**config.mk**
```make
export PLATFORM = sky130hd
export DESIGN_NAME = ika_timer_bank
export DESIGN_NICKNAME = d
export VERILOG_FILES = /design/src/rtl/ika_timer_pkg.sv /design/src/rtl/ika_timer_chan.sv /design/src/rtl/ika_timer_bank.sv
export SDC_FILE = /design/constraint.sdc
export NUM_CORES = 1
export LEC_CHECK = 0
export CAP_MARGIN = 20
export CORE_ASPECT_RATIO = 1.4
export CORE_MARGIN = 3
export CORE_UTILIZATION = 30
export DETAILED_ROUTE_END_ITERATION = 8
export GPL_ROUTABILITY_DRIVEN = 1
export SETUP_SLACK_MARGIN = 0.02
export SYNTH_ARGS = -nofsm -noshare
export SYNTH_HDL_FRONTEND = slang
export SYNTH_SLANG_ARGS = --single-unit
```
**constraint.sdc**
```tcl
create_clock -name i_EMUCLK -period 1.8 [get_ports i_EMUCLK]
set_clock_uncertainty 0.05 [all_clocks]
set_input_delay 0.36 -clock i_EMUCLK [delete_from_list [all_inputs] [get_ports i_EMUCLK]]
set_output_delay 0.36 -clock i_EMUCLK [all_outputs]
set_load 0.01 [all_outputs]
```
**src/rtl/ika_timer_pkg.sv**
```systemverilog
// rtl/ika_timer_pkg.sv - shared constants and packed-slice helpers for the timer bank
package ika_timer_pkg;

  localparam int MAX_TIMERS = 8;

  // Low bit of channel ch within a packed per-channel bus of field width w.
  function automatic int slice_lo(input int ch, input int w);
    return ch * w;
  endfunction

endpackage

```
**src/rtl/ika_timer_chan.sv**
```systemverilog
// rtl/ika_timer_chan.sv - one up-counting timer channel with prescaler, flag and overflow pulse
module ika_timer_chan #(
  parameter int CNT_W = 10,
  parameter int PRE_W = 4
) (
  input  logic             clk,
  input  logic             rst_n,
  input  logic             ncen,
  input  logic             tick,
  input  logic [CNT_W-1:0] load_val,
  input  logic [PRE_W-1:0] div,
  input  logic             run,
  input  logic             oneshot,
  input  logic             flag_en,
  input  logic             flag_rst,
  input  logic             test_fast,
  output logic             flag,
  output logic             ovfl,
  output logic [CNT_W-1:0] cnt
);

  localparam logic [CNT_W-1:0] CNT_ONE = CNT_W'(1);
  localparam logic [PRE_W-1:0] PRE_ONE = PRE_W'(1);

  logic [PRE_W-1:0] pre;
  logic             run_z;
  logic             active;
  logic             count_evt;
  logic             ovf;

  // A count only happens while already running; the rising-edge cycle just loads.
  always_comb begin
    count_evt = tick & active & run & run_z & (test_fast | (pre == div));
    ovf       = count_evt & (&cnt);
  end

  always_ff @(posedge clk or negedge rst_n) begin
    if (!rst_n) begin
      cnt    <= '0;
      pre    <= '0;
      run_z  <= 1'b0;
      active <= 1'b0;
      flag   <= 1'b0;
      ovfl   <= 1'b0;
    end else if (ncen) begin
      run_z <= run;
      if (run && !run_z) begin
        cnt    <= load_val;
        pre    <= '0;
        active <= 1'b1;
      end else if (!run) begin
        active <= 1'b0;
      end else if (tick && active) begin
        if (count_evt) begin
          pre <= '0;
          if (&cnt) begin
            cnt <= load_val;
            if (oneshot) active <= 1'b0;
          end else begin
            cnt <= cnt + CNT_ONE;
          end
        end else begin
          // Live DIV compare: a pre above a lowered DIV wraps modulo 2^PRE_W.
          pre <= pre + PRE_ONE;
        end
      end
      if (tick) ovfl <= ovf;
      if (ovf && flag_en) flag <= 1'b1;
      else if (flag_rst) flag <= 1'b0;
    end
  end

endmodule

```
**src/rtl/ika_timer_bank.sv**
```systemverilog
// rtl/ika_timer_bank.sv - NUM_TIMERS timer channels plus the registered chip IRQ
module ika_timer_bank
  import ika_timer_pkg::*;
#(
  parameter int NUM_TIMERS = 2,
  parameter int CNT_W      = 10,
  parameter int PRE_W      = 4
) (
  input  logic                        i_EMUCLK,
  input  logic                        i_MRST_n,
  input  logic                        i_phi1_PCEN_n,
  input  logic                        i_phi1_NCEN_n,
  input  logic                        i_CYCLE_31,
  input  logic [NUM_TIMERS*CNT_W-1:0] i_LOAD_VAL,
  input  logic [NUM_TIMERS*PRE_W-1:0] i_DIV,
  input  logic [NUM_TIMERS-1:0]       i_RUN,
  input  logic [NUM_TIMERS-1:0]       i_ONESHOT,
  input  logic [NUM_TIMERS-1:0]       i_FLAG_EN,
  input  logic [NUM_TIMERS-1:0]       i_IRQ_EN,
  input  logic [NUM_TIMERS-1:0]       i_FLAG_RST,
  input  logic                        i_TEST_FAST,
  output logic [NUM_TIMERS-1:0]       o_FLAG,
  output logic [NUM_TIMERS-1:0]       o_OVFL,
  output logic                        o_IRQ_n,
  output logic [NUM_TIMERS*CNT_W-1:0] o_CNT
);

  logic ncen;
  logic tick;
  logic unused_pcen;

  assign ncen        = ~i_phi1_NCEN_n;
  assign tick        = ncen & i_CYCLE_31;
  assign unused_pcen = i_phi1_PCEN_n;

  for (genvar g = 0; g < NUM_TIMERS; g++) begin : g_chan
    ika_timer_chan #(
      .CNT_W(CNT_W),
      .PRE_W(PRE_W)
    ) u_chan (
      .clk      (i_EMUCLK),
      .rst_n    (i_MRST_n),
      .ncen     (ncen),
      .tick     (tick),
      .load_val (i_LOAD_VAL[slice_lo(g, CNT_W) +: CNT_W]),
      .div      (i_DIV[slice_lo(g, PRE_W) +: PRE_W]),
      .run      (i_RUN[g]),
      .oneshot  (i_ONESHOT[g]),
      .flag_en  (i_FLAG_EN[g]),
      .flag_rst (i_FLAG_RST[g]),
      .test_fast(i_TEST_FAST),
      .flag     (o_FLAG[g]),
      .ovfl     (o_OVFL[g]),
      .cnt      (o_CNT[slice_lo(g, CNT_W) +: CNT_W])
    );
  end

  // IRQ follows the flags one NCEN cycle late.
  always_ff @(posedge i_EMUCLK or negedge i_MRST_n) begin
    if (!i_MRST_n) o_IRQ_n <= 1'b1;
    else if (ncen) o_IRQ_n <= ~|(o_FLAG & i_IRQ_EN);
  end

endmodule

```
# After elaboration in Yosys (flattened, before gate mapping)
# Cells that the tools add are included.
# word_totals
reg_bits	37
latchBits	0
mem_bits_rw	0
mem_bits_ro	0
input_bits	44
output_inout_bits	25
wordCells	105
memories	0
# classes
addsub	4
mul	0
div	0
magnitude_cmp	0
n_eq_ne	10
shift	0
mux	34
n_bitwise	15
n_reduce_logical	29
# op_table
operator	n
$mux W10	10
$mux W4	8
$ne A3 B1 Y1 const B	8
$add A10 B1 Y10 const B	2
$reduce_and A10 Y1	2
$mux W1	16
$reduce_bool A2 Y1	8
$and A1 B1 Y1	11
$reduce_and A5 Y1	2
$add A4 B1 Y4 const B	2
$eq A4 B4 Y1	2
$reduce_and A4 Y1	2
$logic_and A1 B1 Y1	6
$reduce_and A2 Y1	3
$reduce_and A3 Y1	2
$logic_not A1 Y1	3
$and A2 B2 Y2	1
$or A1 B1 Y1	2
$reduce_or A2 Y1	1
$not A1 Y1	1

# Longest topological paths before layout
# Gate-level depths: netlist of the first run.
# logic_depth
depth_word	10
ltp_mapped	7
depth_no_buf	6

# By module
# Synthesis of the first run repeated with hierarchy kept, for this count alone.
# unflattened
cells_unflattened	252
area_unflattened_um2	2374.8
# modules_own_cells
mod	n_inst	cells_per_inst	area_per_inst_um2	seq_area_each_um2
ika_timer_chan at g_chan[0].u_chan	1	129	1186.1	450.4
ika_timer_chan at g_chan[1].u_chan	1	118	1129.8	450.4
ika_timer_bank	1	5	58.8	26.3

# Least setup slack after synthesis of the first run
# Ideal clock, no wire load.
# synth_path
path_kind	flip-flop to flip-flop
from	register g_chan[1].u_chan.cnt[0]
to	register g_chan[1].u_chan.cnt[3]
setup_ns	0.123
t_arrival_ns	1.631
t_required_ns	1.627
slack_ns	-0.003
stages_incl_launch_ff	7
path_buffers	1
synth_period_minus_slack_ns	1.803
path_cell_list	dfrtp_1 -> ha_1 -> and4_1 -> a31oi_1 -> buf_2 -> mux2i_1 -> a21oi_1
# synth_via
elab_chain_cells	6
elab_cells_between_ends	7
cone_classes	1 x add/sub; 5 x mux; 1 x reduce/logical
# synth_lines
element	line_no	rtl
start: declaration	ika_timer_chan.sv:19	output logic [CNT_W-1:0] cnt
start signal: assignment	ika_timer_chan.sv:48	cnt <= load_val;
start signal: assignment	ika_timer_chan.sv:57	cnt <= load_val;
start signal: assignment	ika_timer_chan.sv:60	cnt <= cnt + CNT_ONE;
$add A10 B1 Y10 / $reduce_and A10 Y1 (equally long branches)	ika_timer_chan.sv:60, ika_timer_chan.sv:56	
$mux W10 *	ika_timer_chan.sv:56	if (&cnt) begin
$mux W10 *	ika_timer_chan.sv:54	if (count_evt) begin
$mux W10 *	ika_timer_chan.sv:53	end else if (tick && active) begin
$mux W10 *	ika_timer_chan.sv:51	end else if (!run) begin
$mux W10 *	ika_timer_chan.sv:47	if (run && !run_z) begin
# Mark *: on every way between the ends. The rest lies on a longest branch, timed or not. The select of a mux whose other input is x is not followed.
# A chain may end at the register's enable or synchronous reset.

# Worst setup path in the final report of the first run
# layout_path
from	input port i_DIV[0]
to	register g_chan[0].u_chan.cnt[8]
# layout_via
elab_chain_cells	5
# layout_lines
element	line_no	rtl
start: declaration	ika_timer_bank.sv:15	input logic [NUM_TIMERS*PRE_W-1:0] i_DIV,
$eq A4 B4 Y1	ika_timer_chan.sv:33	count_evt = tick & active & run & run_z & (test_fast | (pre == div));
$or A1 B1 Y1	ika_timer_chan.sv:33	
$and A1 B1 Y1	ika_timer_chan.sv:33	
$reduce_bool A2 Y1 (no line)	--	
$reduce_and A4 Y1 (no line)	--	
end signal: assignment	ika_timer_chan.sv:48	
end signal: assignment	ika_timer_chan.sv:57	
end signal: assignment	ika_timer_chan.sv:60	
end: declaration	ika_timer_chan.sv:19	
# Every way passes these cells.

==> results of run 1 <==
-- layout by cell type (no fill, tap or decap), types with 4 or more instances in the layout --
cell type	synthesis	final
a21o_1	5	4
nand2_1	27	27
inv_1	6	6
ha_1	4	4
and3_1	5	4
nand4_1	6	6
dfrtp_1	36	35
dlygate4sd2_1	0	4
nand3_1	14	13
clkbuf_8	0	5
dlymetal6s2s_1	0	15
nand2b_1	7	7
nor2_1	14	13
a21oi_1	25	23
xor2_2	0	4
clkdlybuf4s50_1	0	47
o21ai_1	4	9
o21ai_0	21	16
buf_4	5	51
xnor2_2	0	4
mux2i_1	4	4
-- cell type report --
type / instances / area (um^2)
Multi-Input combinational cell: 199 / 1410
Tap cell: 97 / 121
Sequential cell: 37 / 928
Fill cell: 720 / 3650
Timing Repair Buffer: 125 / 1180
Clock inverter: 2 / 10.0
Inverter: 6 / 22.5
Clock buffer: 6 / 72.6
-- cell families (layout without fill, tap and decap cells) --
family,count (synthesis),after routing
buffers and inverters,18,139
DFF,37,37
xor gates and xnor gates,12,12
adders and majority gates,4,4
muxes,5,5
AOI/OAI and AO/OA,85,85
and+or+nand+nor,93,93
-- power breakdown --
part / switching [mW] / total [mW] / internal, mW / leakage, nW
combinational: 0.792 / 1.73 / 0.935 / 1.23
sequential: 0.187 / 1.23 / 1.04 / 0.455
clock: 0.313 / 0.582 / 0.269 / 0.0450
total: 1.29 / 3.54 / 2.25 / 1.73
-- registers in the layout, indices dropped and copies added (netlist names) --
name / cells
g_chan.u_chan.active: 2
g_chan.u_chan.cnt: 20
g_chan.u_chan.flag: 2
g_chan.u_chan.ovfl: 2
g_chan.u_chan.pre: 8
g_chan.u_chan.run_z: 2
o_IRQ_n: 1
-- worst max path at each step --
stage                                             start                             endpoint  slack, ps
floorplan           g_chan[1].u_chan.cnt[0]$_DFFE_PN0P_  g_chan[1].u_chan.cnt[3]$_DFFE_PN0P_         20
global placement                               i_DIV[2]  g_chan[0].u_chan.cnt[8]$_DFFE_PN0P_       -350
detailed placement                             i_DIV[3]  g_chan[0].u_chan.cnt[8]$_DFFE_PN0P_       -410
CTS                                            i_DIV[1]  g_chan[0].u_chan.cnt[8]$_DFFE_PN0P_        -10
global route        g_chan[0].u_chan.pre[2]$_DFFE_PN0P_  g_chan[0].u_chan.cnt[8]$_DFFE_PN0P_        -20
finish                                         i_DIV[0]  g_chan[0].u_chan.cnt[8]$_DFFE_PN0P_         40
-- routing by layer --
layer / share of wire (%) / vias to the layer above / GRT usage (%)
met5: 0 / - / 0
met4: 1.6 / 0 / 5.56
met3: 5.0 / 10 / 3.36
met2: 54 / 67 / 29.1
met1: 40 / 1167 / 18.5
li1: - / 1172 / -
-- worst max-delay path, cell delays in order --
cell and delay (ps):
clkdlybuf4s50_1 500, xor2_2 190, nor4_4 50, buf_4 160
a21oi_4 180, o21ai_1 90, a221o_1 360
-- metrics by stage --
stage / utilization, % / total power, mW
after floorplan: - / 1.95
after global placement: 46.3 / 2.86
after detailed placement: 46.3 / 2.89
after CTS: 48.6 / 3.53
after global routing: 50.7 / 3.80
final: 50.7 / 3.54
-- what timing repair did --
action / CTS / global route
hold endpoints to repair: 15 / 0
resized for setup: 17 / 35
hold buffers: 1 / 0
endpoints found under the setup margin: 15 / 34
pin swaps: 2 / 11
setup buffers: 2 / 3
gates cloned: 0 / 0
==> run summary, run 1 <==
vias per cell -> 5.12
max-cap viol count -> 0
yosys warns -> 0
die area -> 8780 um^2
Synth area leader -> dfrtp_1
synthesized flop and latch total -> 37
initial antenna violation count -> 0
Leakage -> 1.73 nW
Post-Route WL -> 6860 um
Post-Layout Cell Count -> 472
Final Wtd Congestion -> 0.862
top cells by area, synth -> dfrtp_1 39%, a21oi_1 5.4%, o21ai_0 4.6%
Post-synth EDFFs -> 0
final hold violation count -> 0
Die Width -> 80.0 um
min Tclk post-route -> 1760 ps
worst hold path class -> reg -> reg
Max clock buf depth -> 2
Fin Setup TNS -> 0 ps
largest net degree at the start of global routing -> 22
post-DP HPWL -> 5260 um
critical path endpoint category -> register
CTS clk-pin slew, worst paths -> 70 ps
largest family of logic cells by synthesized area -> compound AO/OA/AOI/OAI gates
hold path endpoint -> g_chan[0].u_chan.ovfl$_DFFE_PN0P_
Main synth FF type -> dfrtp_1
Vias -> 2416
DRT Pass-1 Iters -> 5
Synth top area share -> 39.1%
Post-Synth Simple-Gate Area -> 22.0%
antenna-violating nets left -> 0
Inserted Diodes -> 0
fmax -> 0.569 GHz
Gate Count Post-Synth -> 254
Post-Synth XOR/XNOR Area -> 4.57%
vias in the first global route -> 2473
post-synth cell types -> 55
reg2reg path depth -> 6
crit-path max FO -> 4
sequential area share after synthesis -> 40.3%
Top Ports -> 69
WHS -> 420 ps
Max VDD drop -> 0.472 mV
Final setup viols -> 0
CTS Buf Count -> 5
Post-synth ARST share -> 100%
top-count cell post-synth -> dfrtp_1
DRC errors left -> 0
Final period util -> 97.7%
GR Overflow Total -> 0
worst r2r dst -> g_chan[0].u_chan.cnt[8]$_DFFE_PN0P_
Pwr Density -> 943 nW/um^2
area of the mapped netlist -> 2300 um^2
Compound-Gate Fraction of Synth Area -> 24.5%
violation count after the first detailed-routing iteration -> 119
TritonCTS clock tree -> yes
Clock Root Buffer -> clkbuf_8
Mapped Nets -> 302
Final Cell Area -> 3750 um^2
min-delay src -> g_chan[0].u_chan.ovfl$_DFFE_PN0P_
share of layout cells above drive strength 1 -> 25.9%
die height -> 110 um
Placement Cell Area -> 3430 um^2
fraction of the mapped netlist area in adder cells -> 2.17%
setup slack at placement -> -409 ps
DP Cell Count -> 458
Routed wire per std cell -> 14.5 um
first-pass GRT wire length -> 11300 um
Worst EP arrival -> 1880 ps
fin. max-slew vios -> 0
CORE AREA -> 7410 um^2
htree depth -> 2
Final #Nets -> 422
multiplexer share of the synthesized area -> 2.23%
Port Buf Inserts -> 67
Starting Density -> 31.1%
Crit path required time -> 1920 ps
startpoint types -> input pin
area delta synth->final -> 63.0%
worst slew pin tran -> 445 ps
r2r startpoint -> g_chan[0].u_chan.pre[3]$_DFFE_PN0P_
worst reg2reg setup slack -> 80 ps
kind of critical path -> in -> reg
Synth top cells by count -> 36 x dfrtp_1, 27 x nand2_1, 25 x a21oi_1, 21 x o21ai_0
max_slew headroom -> 70.3%
Hold Path Depth -> 2
status -> finished, final reports clean
All-Layer GR Usage -> 16.1%
RSZ-0062 raised after global routing -> yes
worst skew pair latency -> 290 ps
final worst slack -> 41.1 ps
clk sinks -> 37
Row Count -> 37
Syn Area/Cell -> 9.06 um^2
No activity file was read; power rests on OpenSTA's default activity.
==> inputs of run 2 (changes only) <==
--- a/config.mk
+++ b/config.mk
@@ -11,6 +11,7 @@
 export CORE_UTILIZATION = 30
 export DETAILED_ROUTE_END_ITERATION = 8
 export GPL_ROUTABILITY_DRIVEN = 1
+export REMOVE_ABC_BUFFERS = 1
 export SETUP_SLACK_MARGIN = 0.02
 export SYNTH_ARGS = -nofsm -noshare
 export SYNTH_HDL_FRONTEND = slang
==> run summary, run 2 (synthesized netlist as in run 1, its figures left out) <==
Final setup viols -> 0 (unchanged)
post-DP HPWL -> 5400 um (was 5260 um)
die height -> 110 um (unchanged)
Final Wtd Congestion -> 0.791 (was 0.862)
Port Buf Inserts -> 67 (unchanged)
startpoint types -> input pin (unchanged)
commonest non-fill, non-tap cell in the layout -> buf_4 (unchanged)
Routed wire per std cell -> 14.5 um (about the same)
Crit path required time -> 1930 ps (was 1920 ps)
Die Width -> 80.0 um (unchanged)
largest net degree at the start of global routing -> 21 (was 22)
Vias -> 2424 (was 2416)
DP Cell Count -> 461 (was 458)
reg2reg path depth -> 6 (unchanged)
max-cap viol count -> 0 (unchanged)
Reg with most FFs -> g_chan.u_chan.cnt (unchanged)
DRC errors left -> 0 (unchanged)
first-pass GRT wire length -> 11600 um (was 11300 um)
clk sinks -> 37 (unchanged)
initial antenna violation count -> 1 (was 0)
htree depth -> 2 (unchanged)
violation count after the first detailed-routing iteration -> 68 (was 119)
All-Layer GR Usage -> 16.5% (was 16.1%)
vias in the first global route -> 2561 (was 2473)
Regs by FF count -> g_chan.u_chan.cnt x20, g_chan.u_chan.pre x8 (unchanged)
Starting Density -> 31.1% (unchanged)
fmax -> 0.578 GHz (was 0.569 GHz)
final hold violation count -> 0 (unchanged)
worst hold path class -> reg -> reg (unchanged)
CORE AREA -> 7410 um^2 (unchanged)
CTS clk-pin slew, worst paths -> 80 ps (was 70 ps)
GR Overflow Total -> 0 (unchanged)
DRT Pass-1 Iters -> 4 (was 5)
P_sw -> 1.32 mW (was 1.29 mW)
Final #Nets -> 427 (was 422)
Clock Root Buffer -> clkbuf_8 (unchanged)
worst slew pin tran -> 454 ps (was 445 ps)
hold path endpoint -> g_chan[0].u_chan.ovfl$_DFFE_PN0P_ (unchanged)
Hold Path Depth -> 2 (unchanged)
area delta synth->final -> 66.4% (was 63.0%)
Logic pwr share -> 45.4% (was 48.8%)
worst r2r dst -> g_chan[0].u_chan.cnt[8]$_DFFE_PN0P_ (unchanged)
share of layout cells above drive strength 1 -> 26.8% (was 25.9%)
Post-Route WL -> 6950 um (was 6860 um)
Max VDD drop -> 0.502 mV (was 0.472 mV)
Fin Setup TNS -> 0 ps (unchanged)
setup slack at placement -> -403 ps (was -409 ps)
share of power burned in registers -> 32.4% (was 34.7%)
Row Count -> 37 (unchanged)
CTS Buf Count -> 5 (unchanged)
critical path endpoint category -> register (unchanged)
Final period util -> 96.1% (was 97.7%)
Power Internal -> 2.54 mW (was 2.25 mW)
max_slew headroom -> 69.8% (was 70.3%)
die area -> 8780 um^2 (unchanged)
final worst slack -> 70.4 ps (was 41.1 ps)
switching part of the total power -> 34.1% (was 36.5%)
fin. max-slew vios -> 0 (unchanged)
antenna-violating nets left -> 0 (unchanged)
most frequent cells in the layout -> 58 x buf_4, 48 x clkdlybuf4s50_1, 36 x dfrtp_1, 27 x nand2_1, 24 x a21oi_1 (was 51 x buf_4, 47 x clkdlybuf4s50_1, 35 x dfrtp_1, 27 x nand2_1, 23 x a21oi_1)
kind of critical path -> in -> reg (unchanged)
worst reg2reg setup slack -> 100 ps (was 80 ps)
FILL cells -> 718 (was 720)
RSZ-0062 raised after global routing -> no (was yes)
Leakage -> 1.74 nW (was 1.73 nW)
status -> finished, final reports clean (unchanged)
min-delay src -> g_chan[0].u_chan.ovfl$_DFFE_PN0P_ (unchanged)
max reg flops -> 20 (unchanged)
r2r startpoint -> g_chan[0].u_chan.pre[2]$_DFFE_PN0P_ (was g_chan[0].u_chan.pre[3]$_DFFE_PN0P_)
Worst EP arrival -> 1860 ps (was 1880 ps)
min Tclk post-route -> 1730 ps (was 1760 ps)
vias per cell -> 5.07 (was 5.12)
Pwr Density -> 1010 nW/um^2 (was 943 nW/um^2)
Post-Layout Cell Count -> 478 (was 472)
worst skew pair latency -> 290 ps (about the same)
TritonCTS clock tree -> yes (unchanged)
Final Cell Area -> 3830 um^2 (was 3750 um^2)
Placement Cell Area -> 3450 um^2 (was 3430 um^2)
Top Ports -> 69 (unchanged)
Max clock buf depth -> 2 (unchanged)
crit-path max FO -> 4 (unchanged)
Clock Power Share -> 22.2% (was 16.4%)
[run 2: critical path: stages]
cell	delay (ps)
clkdlybuf4s50_1	500
xor2_2	190
nor4_4	50
buf_4	160
a21oi_4	170
o21ai_1	90
a221o_1	340
[run 2: area by class of cell]
class                   instances  area (um^2)  share of cell area [%]
clock buffers                   5         68.8                    1.80
inverters                       6         22.5                   0.588
repair buffers                130         1200                    31.5
well taps                      97          121                    3.17
flip-flops and latches         37          927                    24.2
clock inverters                 3         65.1                    1.70
diodes                          1         2.50                  0.0653
multi-input cells             199         1420                    37.0
[run 2: worst max path at each step]
stage                                   startpoint                             endpoint  depth (start not counted)
2_1_floorplan  g_chan[1].u_chan.cnt[0]$_DFFE_PN0P_  g_chan[1].u_chan.cnt[3]$_DFFE_PN0P_                          5
3_3_place_gp                         i_phi1_NCEN_n  g_chan[1].u_chan.cnt[9]$_DFFE_PN0P_                          7
3_5_place_dp                              i_DIV[3]  g_chan[0].u_chan.cnt[0]$_DFFE_PN0P_                          7
4_1_cts        g_chan[0].u_chan.cnt[3]$_DFFE_PN0P_                             o_CNT[3]                          2
5_1_grt                                   i_DIV[7]  g_chan[1].u_chan.cnt[9]$_DFFE_PN0P_                          7
6_report                                  i_DIV[0]  g_chan[0].u_chan.cnt[8]$_DFFE_PN0P_                          7
[run 2: power by group through the flow]
stage	Clock [mW]	Sequential (mW)	Combinational, mW
floorplan	0	1.40	0.531
CTS	0.881	1.24	1.71
global placement	0	1.23	1.67
finish	0.856	1.25	1.75
global route	0.917	1.29	1.93
detailed placement	0	1.24	1.68
[run 2: routing by layer]
metal,part of all wire (%),up-vias,global-route usage (%)
li1,-,1189,-
met1,39,1157,18.2
met2,54,70,31.2
met3,5.8,8,3.11
met4,1.3,0,5.31
met5,0,-,0
[run 2: timing repair]
| item | 4_1_cts | 5_1_grt |
|---|---|---|
| gates cloned | 0 | 0 |
| setup buffers | 2 | 5 |
| resized for setup | 16 | 32 |
| pin swaps | 3 | 11 |
| hold buffers | 1 | 0 |
| setup endpoints to repair | 24 | 34 |
| hold endpoints to repair | 16 | 0 |
[run 2: metrics by stage]
| step | hold WS (ps) | power [mW] | utilization [%] |
|---|---|---|---|
| 4_1_cts | 432 | 3.83 | 49.3 |
| 2_1_floorplan | 14.4 | 1.93 | - |
| 5_1_grt | 464 | 4.13 | 51.7 |
| 3_5_place_dp | 284 | 2.92 | 46.6 |
| 6_report | 428 | 3.86 | 51.7 |
| 3_3_place_gp | 285 | 2.90 | 46.6 |
